### config.mk
export PLATFORM = sky130hd
export DESIGN_NAME = snn_stream_driver_flat
export DESIGN_NICKNAME = d
export VERILOG_FILES = /design/src/rtl/snn_pkg.sv /design/src/rtl/snn_stream_driver_if.sv /design/src/rtl/snn_stream_driver_counter_bank.sv /design/src/rtl/snn_stream_driver.sv /design/src/flat_wrapper.sv
export SDC_FILE = /design/constraint.sdc
export NUM_CORES = 1
export LEC_CHECK = 0
export ABC_CLOCK_PERIOD_IN_PS = 7150
export CORE_ASPECT_RATIO = 0.75
export CORE_MARGIN = 1
export CORE_UTILIZATION = 59
export CTS_CLUSTER_DIAMETER = 50
export CTS_CLUSTER_SIZE = 16
export DETAILED_ROUTE_END_ITERATION = 6
export HOLD_SLACK_MARGIN = 0.05
export PLACE_DENSITY = 0.87
export SYNTH_ARGS = -nofsm -noshare
export SYNTH_HDL_FRONTEND = slang
export SYNTH_SLANG_ARGS = --single-unit
export TNS_END_PERCENT = 1
### constraint.sdc
create_clock -name clk -period 7.15 [get_ports clk]
set_input_delay 1.43 -clock clk [delete_from_list [all_inputs] [get_ports clk]]
set_output_delay 1.43 -clock clk [all_outputs]
set_load 0.01 [all_outputs]
### src/rtl/snn_pkg.sv
// Shared types and sizes for the spiking-network stream driver.
// Byte counts come from the core's fixed weight and input geometry.
package snn_pkg;

  typedef enum logic [2:0] {
    S_IDLE,
    S_LOAD_W,
    S_LOAD_I,
    S_RUN,
    S_ARGMAX,
    S_DONE
  } state_e;

  localparam int INPUTS       = 16;
  localparam int WEIGHTS      = 768;
  localparam int WEIGHT_BYTES = WEIGHTS / 8;
  localparam int INPUT_BYTES  = INPUTS / 8;

endpackage

### src/rtl/snn_stream_driver_if.sv
// Host command/stream, core bus and result signals of the stream driver.
// The driver uses the slave modport; the host/harness drives the master side.
interface snn_stream_driver_if #(
  parameter int OUTPUTS  = 8,
  parameter int CNT_BITS = 8
);
  logic                         cmd_valid;
  logic                         cmd_ready;
  logic                         cmd_load_w;
  logic [7:0]                   cmd_steps;
  logic                         s_valid;
  logic                         s_ready;
  logic [7:0]                   s_data;
  logic [7:0]                   data_out;
  logic                         weights_sel;
  logic                         execute;
  logic [OUTPUTS-1:0]           spk_in;
  logic                         res_valid;
  logic [$clog2(OUTPUTS)-1:0]   res_class;
  logic [OUTPUTS*CNT_BITS-1:0]  res_counts;

  modport slave (
    input  cmd_valid, cmd_load_w, cmd_steps, s_valid, s_data, spk_in,
    output cmd_ready, s_ready, data_out, weights_sel, execute,
           res_valid, res_class, res_counts
  );

  modport master (
    output cmd_valid, cmd_load_w, cmd_steps, s_valid, s_data, spk_in,
    input  cmd_ready, s_ready, data_out, weights_sel, execute,
           res_valid, res_class, res_counts
  );
endinterface

### src/rtl/snn_stream_driver_counter_bank.sv
// One saturating spike counter per output neuron, packed onto a flat bus
// with neuron i at [i*W +: W].
module spike_counter_bank #(
  parameter int N = 8,
  parameter int W = 8
) (
  input  logic         clk,
  input  logic         reset,
  input  logic         clear_i,
  input  logic         en_i,
  input  logic [N-1:0] spk_i,
  output logic [N*W-1:0] cnt_o
);

  logic [W-1:0] cnt_q [N];

  always_ff @(posedge clk) begin
    if (reset || clear_i) begin
      for (int i = 0; i < N; i++) cnt_q[i] <= '0;
    end else if (en_i) begin
      for (int i = 0; i < N; i++) begin
        if (spk_i[i] && (cnt_q[i] != {W{1'b1}})) cnt_q[i] <= cnt_q[i] + W'(1);
      end
    end
  end

  for (genvar g = 0; g < N; g++) begin : g_flat
    assign cnt_o[g*W +: W] = cnt_q[g];
  end

endmodule

### src/rtl/snn_stream_driver.sv
// Loads weights/inputs into the spiking core byte by byte, runs it for a
// programmed number of timesteps, then reports spike counts and the argmax.
module snn_stream_driver
  import snn_pkg::*;
#(
  parameter int OUTPUTS  = 8,
  parameter int PIPE_LAT = 3,
  parameter int CNT_BITS = 8
) (
  input  logic                clk,
  input  logic                reset,
  snn_stream_driver_if.slave  bus
);

  localparam int BC_W  = $clog2(WEIGHT_BYTES + 1);
  localparam int IDX_W = $clog2(OUTPUTS);
  localparam int RUN_W = 10;

  state_e                state_q, state_d;
  logic [BC_W-1:0]       bytes_q, bytes_d;
  logic [RUN_W-1:0]      run_q, run_d, run_last;
  logic [7:0]            steps_q, steps_d;
  logic [IDX_W-1:0]      idx_q, idx_d, best_q, best_d;
  logic [CNT_BITS-1:0]   best_cnt_q, best_cnt_d, cur_cnt;
  logic [7:0]            data_out_q, data_out_d;
  logic                  wsel_q, wsel_d, exec_q, exec_d;
  logic                  cmd_ready, s_ready, res_valid, accept;
  logic                  cnt_clear, cnt_en;
  logic [OUTPUTS*CNT_BITS-1:0] counts;

  spike_counter_bank #(.N(OUTPUTS), .W(CNT_BITS)) u_bank (
    .clk     (clk),
    .reset   (reset),
    .clear_i (cnt_clear),
    .en_i    (cnt_en),
    .spk_i   (bus.spk_in),
    .cnt_o   (counts)
  );

  assign run_last = RUN_W'(steps_q) + RUN_W'(PIPE_LAT) - RUN_W'(1);
  assign cur_cnt  = counts[idx_q*CNT_BITS +: CNT_BITS];
  assign s_ready  = ((state_q == S_LOAD_W) && (bytes_q != BC_W'(WEIGHT_BYTES))) ||
                    ((state_q == S_LOAD_I) && (bytes_q != BC_W'(INPUT_BYTES)));
  assign accept   = bus.s_valid && s_ready;

  // A load state lingers one cycle after its last byte so the byte is
  // presented on the bus before the next phase begins.
  always_comb begin
    state_d    = state_q;
    bytes_d    = bytes_q;
    run_d      = run_q;
    steps_d    = steps_q;
    idx_d      = idx_q;
    best_d     = best_q;
    best_cnt_d = best_cnt_q;
    data_out_d = 8'h00;
    wsel_d     = 1'b0;
    exec_d     = 1'b1;
    cnt_clear  = 1'b0;
    cnt_en     = 1'b0;
    cmd_ready  = 1'b0;
    res_valid  = 1'b0;
    case (state_q)
      S_IDLE: begin
        cmd_ready = 1'b1;
        if (bus.cmd_valid) begin
          steps_d    = bus.cmd_steps;
          cnt_clear  = 1'b1;
          bytes_d    = '0;
          best_d     = '0;
          best_cnt_d = '0;
          state_d    = bus.cmd_load_w ? S_LOAD_W : S_LOAD_I;
        end
      end
      S_LOAD_W, S_LOAD_I: begin
        if (accept) begin
          bytes_d    = bytes_q + BC_W'(1);
          data_out_d = bus.s_data;
          wsel_d     = (state_q == S_LOAD_W);
          exec_d     = 1'b0;
        end else if (!s_ready) begin
          bytes_d = '0;
          run_d   = '0;
          state_d = (state_q == S_LOAD_W) ? S_LOAD_I : S_RUN;
        end
      end
      S_RUN: begin
        cnt_en = (run_q >= RUN_W'(PIPE_LAT));
        if (run_q == run_last) begin
          idx_d   = '0;
          state_d = S_ARGMAX;
        end else begin
          run_d = run_q + RUN_W'(1);
        end
      end
      S_ARGMAX: begin
        if (cur_cnt > best_cnt_q) begin
          best_d     = idx_q;
          best_cnt_d = cur_cnt;
        end
        if (idx_q == IDX_W'(OUTPUTS - 1)) state_d = S_DONE;
        else idx_d = idx_q + IDX_W'(1);
      end
      S_DONE: begin
        res_valid = 1'b1;
        state_d   = S_IDLE;
      end
      default: state_d = S_IDLE;
    endcase
  end

  always_ff @(posedge clk) begin
    if (reset) begin
      state_q    <= S_IDLE;
      bytes_q    <= '0;
      run_q      <= '0;
      steps_q    <= '0;
      idx_q      <= '0;
      best_q     <= '0;
      best_cnt_q <= '0;
      data_out_q <= 8'h00;
      wsel_q     <= 1'b0;
      exec_q     <= 1'b1;
    end else begin
      state_q    <= state_d;
      bytes_q    <= bytes_d;
      run_q      <= run_d;
      steps_q    <= steps_d;
      idx_q      <= idx_d;
      best_q     <= best_d;
      best_cnt_q <= best_cnt_d;
      data_out_q <= data_out_d;
      wsel_q     <= wsel_d;
      exec_q     <= exec_d;
    end
  end

  assign bus.cmd_ready   = cmd_ready;
  assign bus.s_ready     = s_ready;
  assign bus.res_valid   = res_valid;
  assign bus.data_out    = data_out_q;
  assign bus.weights_sel = wsel_q;
  assign bus.execute     = exec_q;
  assign bus.res_class   = best_q;
  assign bus.res_counts  = counts;

endmodule

### src/flat_wrapper.sv
// flat-port wrapper written by rule: the top's interface ports become plain ports
module snn_stream_driver_flat import snn_pkg::*;
#(
  parameter int OUTPUTS  = 8,
  parameter int PIPE_LAT = 3,
  parameter int CNT_BITS = 8
)
  (clk, reset, bus_cmd_valid, bus_cmd_load_w, bus_cmd_steps, bus_s_valid, bus_s_data, bus_spk_in, bus_cmd_ready, bus_s_ready, bus_data_out, bus_weights_sel, bus_execute, bus_res_valid, bus_res_class, bus_res_counts);
  snn_stream_driver_if #(.OUTPUTS(OUTPUTS), .CNT_BITS(CNT_BITS)) bus_i ();
  input  logic clk;
  input  logic reset;
  input wire logic [$bits(bus_i.cmd_valid)-1:0] bus_cmd_valid;
  input wire logic [$bits(bus_i.cmd_load_w)-1:0] bus_cmd_load_w;
  input wire logic [$bits(bus_i.cmd_steps)-1:0] bus_cmd_steps;
  input wire logic [$bits(bus_i.s_valid)-1:0] bus_s_valid;
  input wire logic [$bits(bus_i.s_data)-1:0] bus_s_data;
  input wire logic [$bits(bus_i.spk_in)-1:0] bus_spk_in;
  output wire logic [$bits(bus_i.cmd_ready)-1:0] bus_cmd_ready;
  output wire logic [$bits(bus_i.s_ready)-1:0] bus_s_ready;
  output wire logic [$bits(bus_i.data_out)-1:0] bus_data_out;
  output wire logic [$bits(bus_i.weights_sel)-1:0] bus_weights_sel;
  output wire logic [$bits(bus_i.execute)-1:0] bus_execute;
  output wire logic [$bits(bus_i.res_valid)-1:0] bus_res_valid;
  output wire logic [$bits(bus_i.res_class)-1:0] bus_res_class;
  output wire logic [$bits(bus_i.res_counts)-1:0] bus_res_counts;
  assign bus_i.cmd_valid = bus_cmd_valid;
  assign bus_i.cmd_load_w = bus_cmd_load_w;
  assign bus_i.cmd_steps = bus_cmd_steps;
  assign bus_i.s_valid = bus_s_valid;
  assign bus_i.s_data = bus_s_data;
  assign bus_i.spk_in = bus_spk_in;
  assign bus_cmd_ready = bus_i.cmd_ready;
  assign bus_s_ready = bus_i.s_ready;
  assign bus_data_out = bus_i.data_out;
  assign bus_weights_sel = bus_i.weights_sel;
  assign bus_execute = bus_i.execute;
  assign bus_res_valid = bus_i.res_valid;
  assign bus_res_class = bus_i.res_class;
  assign bus_res_counts = bus_i.res_counts;
  snn_stream_driver #(.OUTPUTS(OUTPUTS), .PIPE_LAT(PIPE_LAT), .CNT_BITS(CNT_BITS)) u_core (.clk(clk), .reset(reset), .bus(bus_i));
endmodule
Word-level counts from Yosys, hierarchy flattened
Memories as Yosys holds them, arrays and structs flattened. Cells that the tools add are included.

Add/subtract/negate cells: 13. $lt $le $gt $ge: 2. Eq/ne operators: 26. Shift-type cells: 1. Muxes and demuxes: 73. Bitwise operators: 10. Reduce and logical (&&, ||, !) cells: 27.

Operator list (count): 8-bit two-way mux (10); 8-bit by 1-bit adder with 8-bit output (second input constant) (8); 8-bit inequality test (second input constant) (8); 64-bit by 7-bit indexed part select with 8-bit output (1); 1-bit two-way mux (41); 10-bit two-way mux (3); 3-bit two-way mux (9); 7-bit two-way mux (3); 10-bit one-hot mux with 2 select lines (1); 8-bit one-hot mux with 2 select lines (1); 7-bit one-hot mux with 2 select lines (1); 3-bit one-hot mux with 2 select lines (2); 3-bit one-hot mux with 4 select lines (1); 1-bit logical AND (11); 10-bit by 1-bit adder with 10-bit output (second input constant) (1); 10-bit == test (1); 10-bit by 2-bit greater-or-equal comparator with 1-bit output (second input constant) (1); 2-bit inequality test (second input constant) (5); 10-bit by 1-bit subtractor with 10-bit output (second input constant) (1); 8-bit by 2-bit adder with 9-bit output (second input constant) (1); 3-bit == test (second input constant) (3); 3-bit AND reduction (3); 8-bit greater-than comparator (1); 1-bit bitwise OR (8); other kinds (18) (27).

Register bits after elaboration: 52. Bits in writable memories: 64. Bits of input ports: 29. Output and inout bits: 80. Logic and storage cells: 163. Memories: 1.

Memories: u_core.u_bank.cnt_q (depth 8, width 8, rd ports 8, clocked after memory_dff 0, write ports 8, line snn_stream_driver_counter_bank.sv:15) `logic [W-1:0] cnt_q [N];`.

Logic depth before layout (Yosys ltp)
Gate-level depths: netlist of the first run. An unclocked memory read counts as a cell.

Word-level depth: 8. Gate-level depth with buffers: 14. Mapped depth without buffers: 11.

By module
A second synthesis of the first run with hierarchy kept.

Cell total of the unflattened synthesis: 678. Area total of the unflattened synthesis: 6535.0 sq um.

Modules (own cells, without submodules): spike_counter_bank (times used 1, cells an instance 302, area an instance 3314.4 sq um, sequential area each 1921.8 sq um); snn_stream_driver (times used 1, cells an instance 376, area an instance 3220.6 sq um, sequential area each 1041.0 sq um).

Worst setup path after synthesis of the first run
Ideal clock, no wire load.

Kind: flip-flop to flip-flop. Start point: reg u_core.idx_q[0]. End point: reg u_core.best_cnt_q[5]. Setup time: 70 ps. Arrival: 3658 ps. Required time: 7080 ps. Setup slack: 3422 ps. Stages on the path, launching flop included: 15. Path buffers: 3. Period minus slack after synthesis: 3728 ps. Path through: dfxtp_1 -> clkbuf_1 -> clkbuf_1 -> mux4_2 -> mux2_2 -> ha_1 -> nor2b_1 -> o21a_1 -> o21a_1 -> o21a_1 -> o21a_1 -> o311ai_0 -> clkbuf_1 -> nand3_1 -> a21oi_1.

Longest elaborated chain between the ends: 4. Elaborated cells between the ends (all ways): 6. Classes of those cells: order compare: 1; eq/ne: 1; shift: 1; mux: 2; reduce/logical: 1.

Ends and longest elaborated chain: start, declared (line snn_stream_driver.sv:23) `logic [IDX_W-1:0] idx_q, idx_d, best_q, best_d;`; start signal, assigned (line snn_stream_driver.sv:129) `idx_q <= idx_d;`; 64-bit by 7-bit indexed part select with 8-bit output (*) (line snn_stream_driver.sv:41) `assign cur_cnt = counts[idx_q*CNT_BITS +: CNT_BITS];`; 8-bit greater-than comparator (line snn_stream_driver.sv:97) `if (cur_cnt > best_cnt_q) begin`; 2-bit by 1-bit inequality test with 1-bit output (no source line); 3-bit AND reduction (no source line); end signal, assigned (line snn_stream_driver.sv:131) `best_cnt_q <= best_cnt_d;`; end, declared (line snn_stream_driver.sv:24) `logic [CNT_BITS-1:0] best_cnt_q, best_cnt_d, cur_cnt;`.

Every way passes the cells marked *; elsewhere a longest branch is shown, timed or not. The select of a mux whose other input is x is not followed. A chain may end at the register's enable or synchronous reset.

Worst setup path after layout of the first run
Start point: reg u_core.idx_q[1]. End point: reg u_core.best_cnt_q[3].

The elaborated chain is that of the path after synthesis.

==> key figures, run 1 <==
Timing
  • Skew final: 0.00899 ns
  • RSZ-0062 raised after global routing: no
  • Fin Hold WS: 0.468 ns
  • Final Setup Violations: 0
  • Final Hold Fails: 0
  • Worst Tran Pin Value: 1.22 ns
  • Final period util: 56.6%
  • Minimum clock period: 4.05 ns
  • PnR worst setup slack: 3.10 ns
  • Final slew viol count: 0
  • Worst relative slew slack: 17.8%
  • Peak Freq: 0.247 GHz
  • TNS Setup: 0 ns

Die
  • IO Pins: 109
  • Cell row count: 33
  • Die area: 0.0120 mm²
  • Height of the chip: 95.2 µm
  • Core area: 0.0111 mm²
  • Die Width: 126 µm
  • Initial Utilization: 61.5%

GRT
  • Overall Global Routing Usage: 31.6%
  • Largest net degree at the start of global routing: 32
  • Vias in the first global route: 5629
  • Global route overflow: 0
  • First-pass GRT wire length: 28700 µm
  • Initial antenna violation count: 0

Clocking
  • Post-CTS setup buffer count: 0
  • Hold buffers post-CTS: 0
  • H-tree depth: 4
  • CTS root buffer: clkbuf_16
  • Clock buffer depth: 2
  • Number of gates resized after cts: 0
  • CTS tree: built
  • CTS Buf Count: 17
  • Clock sink count: 116
  • Clk slew on worst S/H paths: 0.05 ns
  • Clk_lat worst skew: 0.43 ns

Cells and area
  • Share of cells above drive strength 1: 9.23%
  • Fill count: 701
  • Area Overhead vs Synth: 24.6%
  • Final net count: 853
  • Most frequent cells in the layout: 108 x clkdlybuf4s50_1, 88 x nor2_1, 64 x edfxtp_1, 62 x nand3_1, 56 x nand2_1
  • Antenna diodes: 0
  • Core Util, Final: 76.7%
  • Most common cell after layout, fill and taps aside: clkdlybuf4s50_1

Power
  • Leak Pwr: 3.00 nW
  • Worst ir drop on vdd: 0.000182 V
  • Sw Pwr: 0.824 mW
  • Logic pwr share: 26.5%
  • Clock Power Share: 33.7%
  • Switching Fraction: 33.1%
  • P per Cell Area: 293 mW/mm²
  • Sequential Power Share: 39.8%
  • Internal: 1.67 mW

Status
  • Status: finished clean

Setup path
  • Data arrival time of the worst path: 4.39 ns
  • Worst endpoint required time: 7.50 ns
  • Largest fanout on the critical path: 19
  • Crit end category: flip-flop
  • Startpoint type of the worst setup path: flip-flop
  • Critical path class: flip-flop to flip-flop

Detailed routing
  • DRC violations left: 0
  • Via/cell ratio: 6.33
  • Via count: 6030
  • TritonRoute pass-1 iters: 7
  • Initial DRC count: 508
  • Detailed Route WL: 18200 µm
  • Antenna-violating nets left: 0
  • DR WL/cell: 19.1 µm

Yosys
  • Post-synthesis register bit count: 116
  • Yosys top cell area share: 28.1%
  • Synth unique cells: 64
  • Post-synth EDFFs: 64
  • Mapped Area: 0.00683 mm²
  • Post-synthesis cell count: 708
  • Leading area contributor after synthesis: edfxtp_1
  • Synth async-reset ratio: 0%
  • Warnings from Yosys: 0
  • Main flop type after synthesis: edfxtp_1
  • Avg Synthesized Cell Area: 9.65 µm²
  • Largest cells by area after synthesis: edfxtp_1 28%, dfxtp_1 15%, mux4_2 5.3%
  • Seq/Total Area, Yosys: 43.4%
  • Syn nets: 761

Place
  • GP Congestion: 0.913
  • Pre-CTS setup slack: 2.76 ns
  • # port buffers: 108
  • Dpl hpwl: 12700 µm

Run
  • Max Cap Viol: 0

Min path
  • HP Class: flip-flop to flip-flop
==> path summary, 6_finish.rpt <==
kind	slack (ns)	to	start	depth (start not counted)
min reg2reg	0.47	u_core.best_cnt_q[7]$_SDFFE_PP0P_	u_core.best_cnt_q[7]$_SDFFE_PP0P_	2
min	0.47	u_core.best_cnt_q[7]$_SDFFE_PP0P_	u_core.best_cnt_q[7]$_SDFFE_PP0P_	2
max	3.10	u_core.best_cnt_q[3]$_SDFFE_PP0P_	u_core.idx_q[1]$_SDFFE_PP0P_	11
max reg2reg	3.10	u_core.best_cnt_q[3]$_SDFFE_PP0P_	u_core.idx_q[1]$_SDFFE_PP0P_	11
==> stage by stage <==
| stage | cells | total power, mW | area [µm²] |
|---|---|---|---|
| 2_1_floorplan | 708 | 1.34 | 6830 |
| 3_3_place_gp | 921 | 1.61 | 7930 |
| 3_5_place_dp | 921 | 1.64 | 7930 |
| 4_1_cts | 953 | 2.48 | 8510 |
| 5_1_grt | 953 | 2.58 | 8520 |
| 6_report | 953 | 2.49 | 8520 |
==> registers in the layout (all words and copies together), names as in the netlist <==
signal and cells:
u_core.state_q 3, u_core.best_cnt_q 8, u_core.bus.res_class 3, u_core.steps_q 8
u_core.run_q 10, u_core.idx_q 3, u_core.bus.weights_sel 1, u_core.bytes_q 7
u_core.u_bank.cnt_q 64, u_core.bus.execute 1, u_core.bus.data_out 8
==> power groups by stage <==
| stage | sequential (mW) | combinational, mW | clock [mW] |
|---|---|---|---|
| global route | 1.00 | 0.709 | 0.870 |
| floorplan | 0.953 | 0.391 | 0 |
| finish | 0.993 | 0.660 | 0.840 |
| CTS | 0.984 | 0.653 | 0.840 |
| global placement | 0.985 | 0.620 | 0 |
| detailed placement | 0.994 | 0.644 | 0 |
==> cells in the mapped netlist, drive strengths merged (6+ instances only) <==
cell type,n
mux4,16
nor3,12
dfxtp,52
and2,10
and3,15
ha,24
nand2b,6
clkbuf,24
nand2,56
buf,13
inv,29
nand3,62
or3,13
edfxtp,64
a21oi,39
nand4,18
mux2,8
o21a,7
nor2,88
mux2i,8
nor4,7
xnor2,28
o21ai,26
xor2,40
==> layout make-up <==
type / count / area, µm² / share of cell area (%)
clock buffer: 22 / 475 / 5.58
clock inverter: 10 / 104 / 1.22
inverter: 29 / 109 / 1.28
multi-input combinational: 526 / 3600 / 42.2
sequential: 116 / 2960 / 34.8
tap: 140 / 175 / 2.06
timing repair buffer: 110 / 1100 / 12.9
==> metal layers <==
metal  track usage (%)  share of wire (%)
met1              40.9                 40
met2              50.0                 46
met3              7.63                 11
met4              16.7                2.8
met5                 0                  0
==> worst max-delay path, cell delays in order, from the launching register on <==
cell	delay, ns
dfxtp_1	0.92
mux4_2	0.61
mux2_2	0.30
ha_1	0.29
nor2b_1	0.13
o21a_1	0.16
o21a_1	0.16
o21a_1	0.16
o21a_1	0.20
o311ai_2	0.70
nand3_1	0.17
a21oi_1	0.17
==> logic make-up (layout without fill, tap and decap cells) <==
logic type | after synthesis | after routing | synth area share (%)
XOR/XNOR | 68 | 68 | 8.71
AO/OA/AOI/OAI | 95 | 95 | 8.92
multiplexers | 32 | 32 | 7.76
adder cells (fa/ha/maj) | 24 | 24 | 4.39
buffers and inverters | 66 | 171 | 4.25
AND/OR/NAND/NOR | 307 | 307 | 22.6
flip-flops | 116 | 116 | 43.4
Note: power is estimated with default switching activity, not from simulation.
==> run 2, diff against run 1 <==
--- a/config.mk
+++ b/config.mk
@@ -5,15 +5,15 @@
 export SDC_FILE = /design/constraint.sdc
 export NUM_CORES = 1
 export LEC_CHECK = 0
-export ABC_CLOCK_PERIOD_IN_PS = 7150
+export ABC_CLOCK_PERIOD_IN_PS = 3500
 export CORE_ASPECT_RATIO = 0.75
 export CORE_MARGIN = 1
-export CORE_UTILIZATION = 59
+export CORE_UTILIZATION = 49
 export CTS_CLUSTER_DIAMETER = 50
 export CTS_CLUSTER_SIZE = 16
 export DETAILED_ROUTE_END_ITERATION = 6
 export HOLD_SLACK_MARGIN = 0.05
-export PLACE_DENSITY = 0.87
+export PLACE_DENSITY = 0.77
 export SYNTH_ARGS = -nofsm -noshare
 export SYNTH_HDL_FRONTEND = slang
 export SYNTH_SLANG_ARGS = --single-unit
==> constraint.sdc (replaced) <==
create_clock -name clk -period 3.5 [get_ports clk]
set_input_delay 0.7 -clock clk [delete_from_list [all_inputs] [get_ports clk]]
set_output_delay 0.7 -clock clk [all_outputs]
set_load 0.01 [all_outputs]
==> key figures, run 2 (same netlist as run 1, synthesis figures left out) <==
GRT
  • Global route overflow: 0
  • Vias in the first global route: 5601
  • Largest net degree at the start of global routing: 30
  • First-pass GRT wire length: 28400 µm
  • Overall Global Routing Usage: 25.1%
  • Initial antenna violation count: 0

Die
  • Initial Utilization: 51.4%
  • Height of the chip: 104 µm
  • Core area: 0.0133 mm²
  • Cell row count: 36
  • Die Width: 138 µm
  • Die area: 0.0144 mm²
  • IO Pins: 109

Power
  • Worst ir drop on vdd: 0.000373 V
  • P per Cell Area: 579 mW/mm²
  • Total design power: 4.99 mW
  • Leak Pwr: 3.06 nW

Cells and area
  • Biggest regs: u_core.u_bank.cnt_q: 64 flops, u_core.run_q: 10 flops
  • Core Util, Final: 65.0%
  • Antenna diodes: 0
  • Final net count: 867
  • Share of cells above drive strength 1: 10.9%
  • Area Overhead vs Synth: 26.3%
  • Most frequent cells in the layout: 108 x clkdlybuf4s50_1, 88 x nor2_1, 64 x edfxtp_1, 62 x nand3_1, 56 x nand2_1
  • Reg with most FFs: u_core.u_bank.cnt_q
  • Max FFs per register: 64
  • Fill count: 1040
  • Most common cell after layout, fill and taps aside: clkdlybuf4s50_1

Detailed routing
  • Initial DRC count: 479
  • Via/cell ratio: 5.86
  • Detailed Route WL: 17600 µm
  • Antenna-violating nets left: 0
  • Via count: 5850
  • DR WL/cell: 17.6 µm
  • DRC violations left: 8
  • TritonRoute pass-1 iters: 7

Clocking
  • Number of gates resized after cts: 0
  • H-tree depth: 4
  • Hold buffers post-CTS: 0
  • CTS Buf Count: 17
  • CTS root buffer: clkbuf_16
  • Clk_lat worst skew: 0.41 ns
  • Post-CTS setup buffer count: 0
  • CTS tree: built
  • Clock sink count: 116
  • Clock buffer depth: 2
  • Clk slew on worst S/H paths: 0.05 ns

Timing
  • Final Setup Violations: 0
  • TNS Setup: 0 ns
  • Peak Freq: 0.301 GHz
  • Skew final: 0.00955 ns
  • RSZ-0062 raised after global routing: no
  • Fin Hold WS: 0.475 ns
  • Final slew viol count: 0
  • Final period util: 95.1%
  • Final Hold Fails: 0
  • Minimum clock period: 3.33 ns
  • Worst relative slew slack: 21.4%
  • Worst Tran Pin Value: 1.17 ns
  • PnR worst setup slack: 0.173 ns

Place
  • # port buffers: 108
  • Pre-CTS setup slack: 0.208 ns
  • GP Congestion: 0.856
  • Dpl hpwl: 12800 µm

Status
  • Failing checks: design-rule violations
  • Status: complete, but fails checks

Run
  • Max Cap Viol: 0

Setup path
  • Startpoint type of the worst setup path: flip-flop
  • WP buf/inv: 2
  • Worst path cell trace: buf_4 -> mux4_2 -> mux2_2 -> ha_1 -> o21a_1 -> o21a_1 -> o21a_1 -> o311ai_1 -> buf_4 -> nand3_1 -> a21oi_1
  • Worst endpoint required time: 3.84 ns
  • Critical path's slowest cell: dfxtp_1
  • CP peak stage delay: 0.60 ns
  • Data arrival time of the worst path: 3.66 ns
  • Critical path class: flip-flop to flip-flop
  • Worst reg2reg path depth: 11
  • Most frequent CP cell: o21a_1
  • Critical path's top delay family: compound AO/OA/AOI/OAI gates
  • WP depth: 11
  • Crit end category: flip-flop
  • Largest fanout on the critical path: 10

Min path
  • Hold Path Cell Cnt: 2
  • HP Class: flip-flop to flip-flop
==> run 2: stage by stage <==
step | std cells | area, µm²
after floorplan | 708 | 6840
after global placement | 966 | 8080
after detailed placement | 966 | 8080
after CTS | 998 | 8630
after global routing | 998 | 8630
final | 998 | 8630
==> run 2: worst reg2reg max path, stage by stage (launching register included) <==
cell and delay (ns):
dfxtp_1 0.60, buf_4 0.26, mux4_2 0.54, mux2_2 0.30, ha_1 0.30, o21a_1 0.11
o21a_1 0.16, o21a_1 0.18, o311ai_1 0.33, buf_4 0.25, nand3_1 0.10, a21oi_1 0.13
==> run 2: final cells by class <==
cell class	count	area (µm²)	share of cell area [%]
Clock inverter	8	50.0	0.580
Sequential cell	116	2960	34.3
Multi-Input combinational cell	526	3590	41.6
Tap cell	171	214	2.48
Timing Repair Buffer	124	1200	13.9
Clock buffer	24	503	5.83
Inverter	29	109	1.26
==> run 2: path summary, 6_finish.rpt <==
kind	start	to	slack [ns]
setup / recovery	u_core.idx_q[0]$_SDFFE_PP0P_	u_core.best_cnt_q[5]$_SDFFE_PP0P_	0.17
hold / removal	u_core.best_cnt_q[6]$_SDFFE_PP0P_	u_core.best_cnt_q[6]$_SDFFE_PP0P_	0.47
setup reg to reg	u_core.idx_q[0]$_SDFFE_PP0P_	u_core.best_cnt_q[5]$_SDFFE_PP0P_	0.17
hold reg to reg	u_core.best_cnt_q[6]$_SDFFE_PP0P_	u_core.best_cnt_q[6]$_SDFFE_PP0P_	0.47
==> run 2: where the power goes <==
part | internal (mW) | switching, mW
Combinational | 0.665 | 0.716
Clock | 0.998 | 0.604
Sequential | 1.67 | 0.337
==> run 2: per-layer routing <==
| metal | wire, µm | GRT usage (%) |
|---|---|---|
| met5 | 0 | 0 |
| met4 | 286 | 8.91 |
| met3 | 1410 | 6.45 |
| met2 | 7840 | 36.9 |
| met1 | 8070 | 35.5 |
